===== config.mk =====
export PLATFORM = sky130hd
export DESIGN_NAME = register_write_scheduler
export DESIGN_NICKNAME = d
export VERILOG_FILES = /design/src/rtl/register_write_scheduler.sv
export SDC_FILE = /design/constraint.sdc
export NUM_CORES = 1
export LEC_CHECK = 0
export ABC_CLOCK_PERIOD_IN_PS = 5900
export CAP_MARGIN = 10
export CELL_PAD_IN_SITES_DETAIL_PLACEMENT = 1
export CELL_PAD_IN_SITES_GLOBAL_PLACEMENT = 2
export CORE_ASPECT_RATIO = 0.7
export CORE_MARGIN = 1
export CORE_UTILIZATION = 25
export DETAILED_ROUTE_END_ITERATION = 8
export GPL_TIMING_DRIVEN = 0
export HOLD_SLACK_MARGIN = 0.06
export PLACE_DENSITY = 0.54
export RECOVER_POWER = 50
export REMOVE_ABC_BUFFERS = 1
export SETUP_SLACK_MARGIN = 0.1
export SYNTH_ARGS = -nofsm -noshare
export SYNTH_HDL_FRONTEND = slang
export SYNTH_HIERARCHICAL = 1
export SYNTH_SLANG_ARGS = --single-unit

===== constraint.sdc =====
create_clock -name i_Clock -period 5.9 [get_ports i_Clock]
set_input_delay 1.18 -clock i_Clock [delete_from_list [all_inputs] [get_ports i_Clock]]
set_output_delay 1.18 -clock i_Clock [all_outputs]
set_load 0.005 [all_outputs]

===== src/rtl/register_write_scheduler.sv =====
// Queues SPI register writes (one per strobe rising edge) and dispatches each to one of four targets.
// Latency: strobe edge to target write is 3 cycles with the target ready; one dispatch every 2 cycles.
// Backpressure: head entry waits for its target's window or times out; pushes into a full queue are dropped and flagged.

module sync_fifo #(
  parameter int WIDTH = 31,
  parameter int DEPTH = 8
) (
  input  logic                     i_Clock,
  input  logic                     i_Reset,
  input  logic                     wr_vld,
  output logic                     wr_rdy,
  input  logic [WIDTH-1:0]         wr_dat,
  output logic                     rd_vld,
  input  logic                     rd_rdy,
  output logic [WIDTH-1:0]         rd_dat,
  output logic [$clog2(DEPTH):0]   count
);
  localparam int AW = $clog2(DEPTH);
  localparam int CW = AW + 1;

  logic [WIDTH-1:0] mem [DEPTH];
  logic [AW-1:0]    wr_ptr;
  logic [AW-1:0]    rd_ptr;
  logic             wr_fire;
  logic             rd_fire;

  // Fullness is judged on the pre-pop count, so a push into a full queue is
  // dropped even when a pop happens in the same cycle.
  assign wr_rdy  = (count != CW'(DEPTH));
  assign rd_vld  = (count != '0);
  assign wr_fire = wr_vld && wr_rdy;
  assign rd_fire = rd_rdy && rd_vld;
  assign rd_dat  = mem[rd_ptr];

  always_ff @(posedge i_Clock) begin
    if (wr_fire) begin
      mem[wr_ptr] <= wr_dat;
    end
  end

  always_ff @(posedge i_Clock) begin
    if (i_Reset) begin
      wr_ptr <= '0;
      rd_ptr <= '0;
      count  <= '0;
    end else begin
      if (wr_fire) wr_ptr <= wr_ptr + 1'b1;
      if (rd_fire) rd_ptr <= rd_ptr + 1'b1;
      case ({wr_fire, rd_fire})
        2'b10:   count <= count + 1'b1;
        2'b01:   count <= count - 1'b1;
        default: count <= count;
      endcase
    end
  end
endmodule

module register_write_scheduler #(
  parameter int FIFO_DEPTH     = 8,
  parameter int TIMEOUT_CYCLES = 255
) (
  input  logic                          i_Clock,
  input  logic                          i_Reset,
  input  logic                          i_WriteEnable,
  input  logic [14:0]                   i_WriteNumber,
  input  logic [15:0]                   i_WriteValue,
  input  logic [3:0]                    i_TargetReady,
  input  logic                          i_ClearFlags,
  output logic [3:0]                    o_TargetWriteEnable,
  output logic [12:0]                   o_TargetAddress,
  output logic [15:0]                   o_TargetValue,
  output logic [$clog2(FIFO_DEPTH):0]   o_FifoCount,
  output logic                          o_Overflow,
  output logic                          o_Timeout,
  output logic                          o_Busy
);
  localparam int TW = $clog2(TIMEOUT_CYCLES + 1);

  typedef struct packed {
    logic [14:0] number;
    logic [15:0] value;
  } entry_t;

  typedef enum logic {IDLE, WAIT} state_t;

  state_t          state_q, state_d;
  logic [TW-1:0]   cnt_q, cnt_d;
  entry_t          hold_q;
  entry_t          fifo_wr_dat;
  logic [$bits(entry_t)-1:0] fifo_rd_dat;
  logic            we_last_q;
  logic            push_req;
  logic            fifo_wr_rdy;
  logic            fifo_rd_vld;
  logic            fifo_pop;
  logic            dispatch;
  logic            timeout_evt;
  logic [3:0]      strobe_d;
  logic [1:0]      sel;

  assign push_req    = i_WriteEnable && !we_last_q;
  assign fifo_wr_dat = '{number: i_WriteNumber, value: i_WriteValue};
  assign sel         = hold_q.number[14:13];

  sync_fifo #(
    .WIDTH ($bits(entry_t)),
    .DEPTH (FIFO_DEPTH)
  ) u_fifo (
    .i_Clock (i_Clock),
    .i_Reset (i_Reset),
    .wr_vld  (push_req),
    .wr_rdy  (fifo_wr_rdy),
    .wr_dat  (fifo_wr_dat),
    .rd_vld  (fifo_rd_vld),
    .rd_rdy  (fifo_pop),
    .rd_dat  (fifo_rd_dat),
    .count   (o_FifoCount)
  );

  always_comb begin
    state_d     = state_q;
    cnt_d       = cnt_q;
    fifo_pop    = 1'b0;
    dispatch    = 1'b0;
    timeout_evt = 1'b0;
    strobe_d    = 4'b0000;
    case (state_q)
      IDLE: begin
        if (fifo_rd_vld) begin
          fifo_pop = 1'b1;
          cnt_d    = '0;
          state_d  = WAIT;
        end
      end
      WAIT: begin
        // Only the head's own target matters; other ready lines never reorder.
        if (i_TargetReady[sel]) begin
          strobe_d = 4'b0001 << sel;
          dispatch = 1'b1;
          state_d  = IDLE;
        end else if (cnt_q == TW'(TIMEOUT_CYCLES - 1)) begin
          timeout_evt = 1'b1;
          state_d     = IDLE;
        end else begin
          cnt_d = cnt_q + 1'b1;
        end
      end
      default: state_d = IDLE;
    endcase
  end

  always_ff @(posedge i_Clock) begin
    // Track the strobe level through reset so a level held across reset is not captured.
    we_last_q <= i_WriteEnable;
    if (i_Reset) begin
      state_q             <= IDLE;
      cnt_q               <= '0;
      hold_q              <= '0;
      o_TargetWriteEnable <= 4'b0000;
      o_TargetAddress     <= '0;
      o_TargetValue       <= '0;
      o_Overflow          <= 1'b0;
      o_Timeout           <= 1'b0;
    end else begin
      state_q             <= state_d;
      cnt_q               <= cnt_d;
      o_TargetWriteEnable <= strobe_d;
      if (fifo_pop) hold_q <= entry_t'(fifo_rd_dat);
      if (dispatch) begin
        o_TargetAddress <= hold_q.number[12:0];
        o_TargetValue   <= hold_q.value;
      end
      if (push_req && !fifo_wr_rdy) o_Overflow <= 1'b1;
      else if (i_ClearFlags)        o_Overflow <= 1'b0;
      if (timeout_evt)              o_Timeout  <= 1'b1;
      else if (i_ClearFlags)        o_Timeout  <= 1'b0;
    end
  end

  assign o_Busy = (state_q != IDLE) || (o_FifoCount != '0);
endmodule


-- Yosys cells after proc, flatten, opt, wreduce, memory -nomap -nowiden
Memories as Yosys holds them, arrays and structs flattened. A register that Yosys moved wholly into a read port is not among the register bits.
Cells that the tools add are included.
- add/subtract/negate cells: 5
- $lt $le $gt $ge: 1
- eq/ne operators: 7
- shift-type cells: 1
- muxes and demuxes: 22
- bitwise gates (word level): 2
- reduce and logical (&&, ||, !) cells: 13
- operator list (kind ; number):
    $mux 8 ; 3
    $pmux 8 s2 ; 1
    $mux 1 ; 15
    $add 8x1->8 const B ; 1
    $eq 8x8->1 const B ; 1
    $pmux 4 s2 ; 1
    $add 3x1->3 const B ; 2
    $reduce_bool 2->1 ; 3
    $add 4x1->4 const B ; 1
    $logic_and 1x1->1 ; 4
    $ne 2x2->1 const B ; 2
    $ne 4x4->1 const B ; 1
    $reduce_bool 4->1 ; 1
    $shl 1x2->4 const A ; 1
    $sub 4x1->4 const B ; 1
    $lt 2x3->1 const B ; 1
    $reduce_and 3->1 ; 1
    $reduce_or 3->1 ; 1
    $bmux 1 s2 ; 1
    $eq 2x1->1 const B ; 1
    $eq 2x2->1 const B ; 1
    $logic_not 1->1 ; 2
    $ne 2x1->1 const B ; 1
    $not 1->1 ; 2
    2 further kinds ; 2
- register bits after elaboration: 55
- bits in writable memories: 248
- input bits: 39
- output and inout port bits: 40
- memories kept: 1
- memories (memory ; depth ; width ; read ports ; clocked after memory_dff ; wr ports ; line ; source):
    u_fifo.mem ; 8 ; 31 ; 1 ; 1 ; 1 ; 22 ; logic [WIDTH-1:0] mem [DEPTH];

-- Logic depth before layout (Yosys ltp)
Gate-level depths: netlist of run 1.
- depth in word-level cells: 6
- mapped depth: 14
- mapped depth without buffers: 12

-- By module
Netlist of run 1, hierarchy kept.
- modules (own cells, without submodules) (module ; instances ; cells each ; area an instance (um^2) ; seq. area each (um^2)):
    sync_fifo ; 1 ; 434 ; 10193.5 ; 7707.4
    register_write_scheduler ; 1 ; 317 ; 2890.3 ; 1521.5

-- Worst setup path after synthesis of run 1
OpenSTA, ideal clock, no wires.
- path kind: input-to-reg
- start point: input i_WriteEnable
- end point: memory u_fifo.mem[0][0], enable pin
- arrival time: 4.044 ns
- data required time: 5.442 ns
- setup slack: 1.398 ns
- stages on the path: 4
- buffers on the path: 0
- path through: nor2b_1 -> nand2_2 -> or2_2 -> nor3_1
- longest elaborated chain between the ends: 4
- RTL lines (what ; line ; source):
    start: declaration ; 65 ; input logic i_WriteEnable,
    $logic_and 1x1->1 ; 102 ; assign push_req = i_WriteEnable && !we_last_q;
    $logic_and 1x1->1 ; 32 ; assign wr_fire = wr_vld && wr_rdy;
    $mux 1 ; 37 ; if (wr_fire) begin
    $mux 1 (implied by the code) ; 38 ; mem[wr_ptr] <= wr_dat;
    end: declaration ; 22 ;
No other way between the ends.

-- Worst setup path in the final report of run 1
- start point: input i_TargetReady[2]
- end point: register o_TargetAddress[4]
- longest elaborated chain between the ends: 4
- RTL lines (what ; line ; source):
    start: declaration ; 68 ; input logic [3:0] i_TargetReady,
    $bmux 1 s2 ; 138 ; if (i_TargetReady[sel]) begin
    $mux 1 (implied by the code) ; 138 ;
    $mux 1 ; 138 ;
    $mux 1 ; 128 ; case (state_q)
    end signal: assignment ; 171 ; o_TargetAddress <= hold_q.number[12:0];
    end: declaration ; 71 ; output logic [12:0] o_TargetAddress,
No other way between the ends. The select of a mux whose other input is x is not followed.
A chain may end at the register's enable or synchronous reset.

==> summary.md, run 1 <==
| Metric | Value |
|---|---|
| Adder-cell share of the synthesized area | 0.6694% |
| Slew Viols, Final | 20 |
| Worst slew pin tran | 1550 ps |
| Fin Hold WS | 453.9 ps |
| Met2 wire len | 14350 um |
| H-tree depth | 2 |
| Async set-reset flop share out of synthesis | 0% |
| Violated checks | max-capacitance violations, max-slew violations |
| Setup TNS | 0 ps |
| Ys flop type | edfxtp_1 |
| Vias in the first global route | 7297 |
| # diodes | 0 |
| Post-synthesis mux area share | 17.87% |
| Setup violators final | 0 |
| Number of synthesized flops with an enable pin | 248 |
| Sequential-to-total area share from yosys stat | 70.54% |
| Pleak | 0.005522 uW |
| Max_cap viols | 1 |
| Vias per cell | 4.361 |
| CTS tree | yes |
| Initial Utilization | 25.56% |
| Crit path required time | 6300 ps |
| Tot Pwr | 6218 uW |
| GR Util All Layers | 11.37% |
| Drt total wl | 30040 um |
| Post-synthesis register bit count | 337 |
| Resized Gates After CTS | 0 |
| Synthesized instance count | 751 |
| Reg clk slew, reported paths | 60 ps |
| Top cells by count, synth | edfxtp_1 (248), dfxtp_1 (89), nand2_1 (73) |
| Worst setup SP type | input pin |
| Total grt overflow | 0 |
| Fillers | 5185 |
| Fin. Hold Viols | 0 |
| Core box area | 51200 sq um |
| Nets | 896 |
| Detailed placer's ending HPWL | 18260 um |
| Chip Width | 275.4 um |
| Sink Count | 337 |
| Largest family of logic cells by synthesized area | multiplexers |
| Initial antenna violation count | 4 |
| Synth top area cells | edfxtp_1 (57%), dfxtp_1 (14%), mux4_1 (12%), mux2_2 (2.8%), mux2i_1 (2.3%) |
| Post-Synth Simple-Gate Area | 5.833% |
| Initial drt markers | 344 |
| Mean area per synthesized cell | 17.42 sq um |
| Final worst-path cycle share | 69.83% |
| Hold Crit Class | flip-flop to flip-flop |
| PwrDens | 384.7 nW/um^2 |
| Slew HR | -3.301% |
| Compound-Gate Fraction of Synth Area | 2.630% |
| I/O pins | 79 |
| WL/cell | 19.32 um |
| Pin count of the biggest net entering global routing | 63 |
| DIE HEIGHT | 193.4 um |
| Area leader, netlist | edfxtp_1 |
| Min Tclk post-route | 4120 ps |
| Final Skew | 21.75 ps |
| Hold Buf Count CTS | 0 |
| Layout cell share with drive strength beyond 1 | 14.30% |
| Post-Synth XOR/XNOR Area | 0.5355% |
| VDD IR-drop max | 0.0001791 V |
| Remaining DRCs | 0 |
| Worst setup EP type | flip-flop |
| Share of the synthesized area in the top cell type | 56.92% |
| Setup CP Type | input pin to flip-flop |
| Synth warn | 6 |
| Layout area overhead | 23.53% |
| Library cells used by synthesis | 49 |
| Clk_lat worst skew | 540 ps |
| Worst-case clock buffer depth | 3 |
| RSZ-0062 raised after global routing | false |
| Routed via count | 6781 |
| Data arrival, critical path | 4520 ps |
| Drt pass-1 iters | 4 |
| Setup bufs post-CTS | 0 |
| Crit Path Max Fanout | 19 |
| Status | complete, but fails checks |
| First-pass GRT wire length | 45750 um |
| Met1 WL | 13860 um |
| Placed insts | 1483 |
| Num CTS Buffers | 39 |
| Met3 wire len | 1179 um |
| Top-count cell post-synth | edfxtp_1 |
| Max Fclk | 0.2427 GHz |
| FP Rows | 69 |
| Gpl congestion | 0.6571 |
| PortBufs | 78 |
| Fin cells | 1555 |
| Root Buffer | clkbuf_16 |
| Top layer used by detailed routing | met5 |
| Final ANT Viol Nets | 0 |
| Die area | 53270 sq um |
| Synth Cell Area | 13080 sq um |
| Final Util | 31.57% |
==> logic make-up (layout without fill, tap and decap cells) <==
group	after synthesis	in the layout
simple gates	168	168
buf+inv	45	175
fa+ha+maj	7	7
compound gates	59	59
mux	127	127
flops	337	337
xor+xnor	8	8
==> final cells by class <==
| type | instances | area, sq um | area share, % |
|---|---|---|---|
| clock buffers | 47 | 1016 | 6.286 |
| clock inverters | 25 | 251.5 | 1.556 |
| inverters | 5 | 20.02 | 0.1239 |
| multi-input cells | 369 | 3652 | 22.60 |
| flip-flops and latches | 337 | 9238 | 57.16 |
| well taps | 674 | 843.3 | 5.218 |
| repair buffers | 98 | 1141 | 7.060 |
==> critical path: stages <==
cell and delay [ps]:
dlygate4sd3_1 550, mux4_2 460, nand2_1 750, clkbuf_1 1180
mux2i_1 290, nor2_1 60
==> sequential cells by signal, summed over array words and instances (netlist names), named ones only <==
register / count
cnt_q: 8
o_Overflow: 1
o_TargetAddress: 13
o_TargetValue: 16
we_last_q: 1
u_fifo/rd_ptr: 3
u_fifo/wr_ptr: 3
o_TargetWriteEnable: 4
hold_q: 31
state_q: 1
u_fifo/count: 4
u_fifo/mem: 248
o_Timeout: 1
==> metal layers <==
layer  up-vias  global-route usage [%]
li1       3152                       -
met1      3490                   15.07
met2        82                   18.57
met3        53                   2.632
met4         4                   2.988
met5         -                       0
==> stage by stage <==
stage | area [sq um] | setup slack, ps
after floorplan | 12850 | 1398
after global placement | 14480 | -2189
after detailed placement | 14920 | 1673
after CTS | 16190 | 1651
after global routing | 16160 | 1449
final | 16160 | 1780
==> placed cells by master (no fill, tap or decap), types with 3 or more instances in the layout <==
master,Yosys,layout
nor2_4,0,6
inv_6,0,3
buf_6,9,7
mux4_1,62,62
buf_12,0,5
dlygate4sd3_1,0,69
nor2b_1,5,5
clkbuf_16,0,39
bufinv_16,0,5
o211ai_1,3,3
nand3_1,10,10
inv_1,4,4
edfxtp_1,248,248
nand2b_1,5,4
a21oi_1,39,39
mux2i_1,30,30
or3_1,4,4
clkbuf_1,24,8
o21ai_0,4,4
nor4b_1,3,3
nor3_1,7,5
clkdlybuf4s50_1,0,8
nand2_1,73,75
buf_16,0,6
clkinv_2,0,7
xor2_1,7,7
dfxtp_1,89,86
nor2_1,47,41
ha_1,7,7
mux2_2,33,33
clkinv_1,1,10
==> power breakdown <==
| group | leakage, uW | switching (uW) | internal (uW) |
|---|---|---|---|
| sequential | 0.00296 | 135 | 2690 |
| combinational | 0.00194 | 531 | 473 |
| clock | 0.000620 | 943 | 1450 |
==> worst paths after layout <==
| check | cells past startpoint | endpoint | startpoint | slack [ps] |
|---|---|---|---|---|
| max | 6 | o_TargetAddress[4]$_SDFFE_PP0N_ | i_TargetReady[2] | 1780 |
| min | 2 | hold_q[2]$_SDFFE_PP0P_ | hold_q[2]$_SDFFE_PP0P_ | 450 |
| max reg2reg | 13 | u_fifo/count[2]$_SDFFE_PP0P_ | u_fifo/count[0]$_SDFFE_PP0P_ | 1820 |
| min reg2reg | 2 | hold_q[2]$_SDFFE_PP0P_ | hold_q[2]$_SDFFE_PP0P_ | 450 |
Note: power is estimated with default switching activity, not from simulation.
==> run 2, diff against run 1 <==
--- a/config.mk
+++ b/config.mk
@@ -5,7 +5,7 @@
 export SDC_FILE = /design/constraint.sdc
 export NUM_CORES = 1
 export LEC_CHECK = 0
-export ABC_CLOCK_PERIOD_IN_PS = 5900
+export ABC_CLOCK_PERIOD_IN_PS = 4000
 export CAP_MARGIN = 10
 export CELL_PAD_IN_SITES_DETAIL_PLACEMENT = 1
 export CELL_PAD_IN_SITES_GLOBAL_PLACEMENT = 2
==> constraint.sdc (replaced) <==
create_clock -name i_Clock -period 4 [get_ports i_Clock]
set_input_delay 0.8 -clock i_Clock [delete_from_list [all_inputs] [get_ports i_Clock]]
set_output_delay 0.8 -clock i_Clock [all_outputs]
set_load 0.005 [all_outputs]
==> summary.md, run 2 (synthesized netlist as in run 1, its figures left out) <==
| Metric | Value |
|---|---|
| Num CTS Buffers | 39 (unchanged) |
| NetSw | 2383 uW (was 1609 uW) |
| Gpl congestion | 0.6571 (unchanged) |
| Crit path required time | 4230 ps (was 6300 ps) |
| Chip Width | 275.4 um (unchanged) |
| Detailed placer's ending HPWL | 18260 um (unchanged) |
| Pin count of the biggest net entering global routing | 63 (unchanged) |
| Worst slew pin tran | 1509 ps (was 1550 ps) |
| PortBufs | 78 (unchanged) |
| Max Fclk | 0.2888 GHz |
| Worst setup EP type | flip-flop (unchanged) |
| Total grt overflow | 0 (unchanged) |
| Layout cell share with drive strength beyond 1 | 14.30% (unchanged) |
| Fillers | 5181 (was 5185) |
| Max_cap viols | 1 (unchanged) |
| VDD IR-drop max | 0.0002818 V (was 0.0001791 V) |
| Slew Viols, Final | 25 (was 20) |
| Nets | 896 (unchanged) |
| Routed via count | 6793 (was 6781) |
| Hold Crit Class | flip-flop to flip-flop (unchanged) |
| Tot Pwr | 9193 uW (was 6218 uW) |
| Layout area overhead | 23.70% (was 23.53%) |
| Reg clk slew, reported paths | 50 ps (was 60 ps) |
| Die area | 53270 sq um (unchanged) |
| Slew HR | -0.7548% (was -3.301%) |
| Data arrival, critical path | 3700 ps (was 4520 ps) |
| Hold Buf Count CTS | 0 (unchanged) |
| FF+latch area | 9234 sq um (was 9238 sq um) |
| Clk_lat worst skew | 540 ps (about the same) |
| H-tree depth | 2 (unchanged) |
| DIE HEIGHT | 193.4 um (unchanged) |
| Most frequent cells in the layout | edfxtp_1 (248), dfxtp_1 (87), nand2_1 (75), mux4_1 (62), dlygate4sd3_1 (48) (was edfxtp_1 (248), dfxtp_1 (86), nand2_1 (75), dlygate4sd3_1 (69), mux4_1 (62)) |
| Final worst-path cycle share | 86.57% |
| CTS tree | yes (unchanged) |
| # diodes | 0 (unchanged) |
| Final ANT Viol Nets | 0 (unchanged) |
| RSZ-0062 raised after global routing | false (unchanged) |
| Area occupied by multi-input gates | 3656 sq um (was 3652 sq um) |
| Placed cell area | 14920 sq um (unchanged) |
| Setup CP Type | input pin to flip-flop (unchanged) |
| Fin cells | 1555 (unchanged) |
| Clock network fraction of design power | 38.4% (was 38.5%) |
| Max reg flops | 248 (unchanged) |
| Comb pwr share | 16.4% (was 16.1%) |
| Core box area | 51200 sq um (unchanged) |
| Fin. Hold Viols | 0 (unchanged) |
| I/O pins | 79 (unchanged) |
| Sink Count | 337 (unchanged) |
| Sw Share | 25.92% (was 25.87%) |
| Commonest non-fill, non-tap cell in the layout | edfxtp_1 (unchanged) |
| WL/cell | 19.33 um (was 19.32 um) |
| Min Tclk post-route | 3463 ps |
| Status | complete, but fails checks (unchanged) |
| Placed insts | 1483 (unchanged) |
| Initial drt markers | 339 (was 344) |
| Root Buffer | clkbuf_16 (unchanged) |
| Vias per cell | 4.368 (was 4.361) |
| GR Util All Layers | 11.37% (unchanged) |
| Top flop regs | u_fifo/mem x248, hold_q x31, o_TargetValue x16 (unchanged) |
| Final Skew | 22.16 ps (was 21.75 ps) |
| Initial Utilization | 25.56% (unchanged) |
| Seq pwr share | 45.3% (was 45.4%) |
| Vias in the first global route | 7297 (unchanged) |
| Pleak | 0.005461 uW (was 0.005522 uW) |
| Setup bufs post-CTS | 0 (unchanged) |
| Setup violators final | 0 (unchanged) |
| Violated checks | max-capacitance violations, max-slew violations (unchanged) |
| Resized Gates After CTS | 1 (was 0) |
| Reg with most FFs | u_fifo/mem (unchanged) |
| Worst setup SP type | input pin (unchanged) |
| Power Internal | 6810 uW (was 4609 uW) |
| Post-route cell area | 16180 sq um (was 16160 sq um) |
| Remaining DRCs | 0 (unchanged) |
| Drt total wl | 30060 um (was 30040 um) |
| FP Rows | 69 (unchanged) |
| Crit Path Max Fanout | 8 (was 19) |
| Initial antenna violation count | 4 (unchanged) |
| PwrDens | 568.0 nW/um^2 (was 384.7 nW/um^2) |
| Drt pass-1 iters | 4 (unchanged) |
| Worst-case clock buffer depth | 3 (unchanged) |
| First-pass GRT wire length | 45750 um (unchanged) |
## run 2: final cells by class
class                           count  share of cell area [%]
Sequential cell                   337                   57.05
Multi-Input combinational cell    369                   22.59
Inverter                            5                  0.1623
Clock buffer                       47                   6.278
Tap cell                          674                   5.211
Timing Repair Buffer               98                   7.151
Clock inverter                     25                   1.554
## run 2: final timing paths
check | start | endpoint | slack (ps) | cells past startpoint
max | i_WriteEnable | u_fifo/mem[0][27]$_DFFE_PP_ | 540 | 7
min | hold_q[2]$_SDFFE_PP0P_ | hold_q[2]$_SDFFE_PP0P_ | 450 | 2
max reg2reg | u_fifo/count[0]$_SDFFE_PP0P_ | u_fifo/count[2]$_SDFFE_PP0P_ | 620 | 13
min reg2reg | hold_q[2]$_SDFFE_PP0P_ | hold_q[2]$_SDFFE_PP0P_ | 450 | 2
## run 2: power groups by stage
| stage | Combinational [uW] | Clock, uW | Sequential (uW) |
|---|---|---|---|
| 2_1_floorplan | 891 | 0 | 4220 |
| 3_3_place_gp | 1410 | 0 | 4330 |
| 3_5_place_dp | 1550 | 0 | 4250 |
| 4_1_cts | 1560 | 3660 | 4180 |
| 5_1_grt | 1670 | 3780 | 4200 |
| 6_report | 1510 | 3530 | 4160 |
## run 2: layer usage
| metal | vias to the layer above | part of all wire [%] | track usage, % |
|---|---|---|---|
| met5 | - | 0.073 | 0 |
| met4 | 4 | 2.0 | 2.988 |
| met3 | 53 | 3.9 | 2.632 |
| met2 | 86 | 48 | 18.57 |
| met1 | 3498 | 46 | 15.07 |
| li1 | 3152 | - | - |
## run 2: critical path, cell delays in order
cell and delay [ps]:
dlygate4sd3_1 540, nor2b_1 440, nand2_1 230, or2_0 460, nor3_2 810, buf_6 250, buf_6 150
## run 2: per-stage QoR
| stage | hold slack (ps) | setup TNS (ps) | util, % | setup WS (ps) |
|---|---|---|---|---|
| floorplan | 429.6 | -3790 | - | -122.3 |
| detailed placement | 448.5 | -401.0 | 29.14 | -226.9 |
| finish | 453.8 | 0 | 31.61 | 537.1 |
| CTS | 456.3 | 0 | 31.62 | 190.6 |
| global route | 473.2 | 0 | 31.61 | 322.2 |
| global placement | 447.1 | -635960 | 28.27 | -3709 |
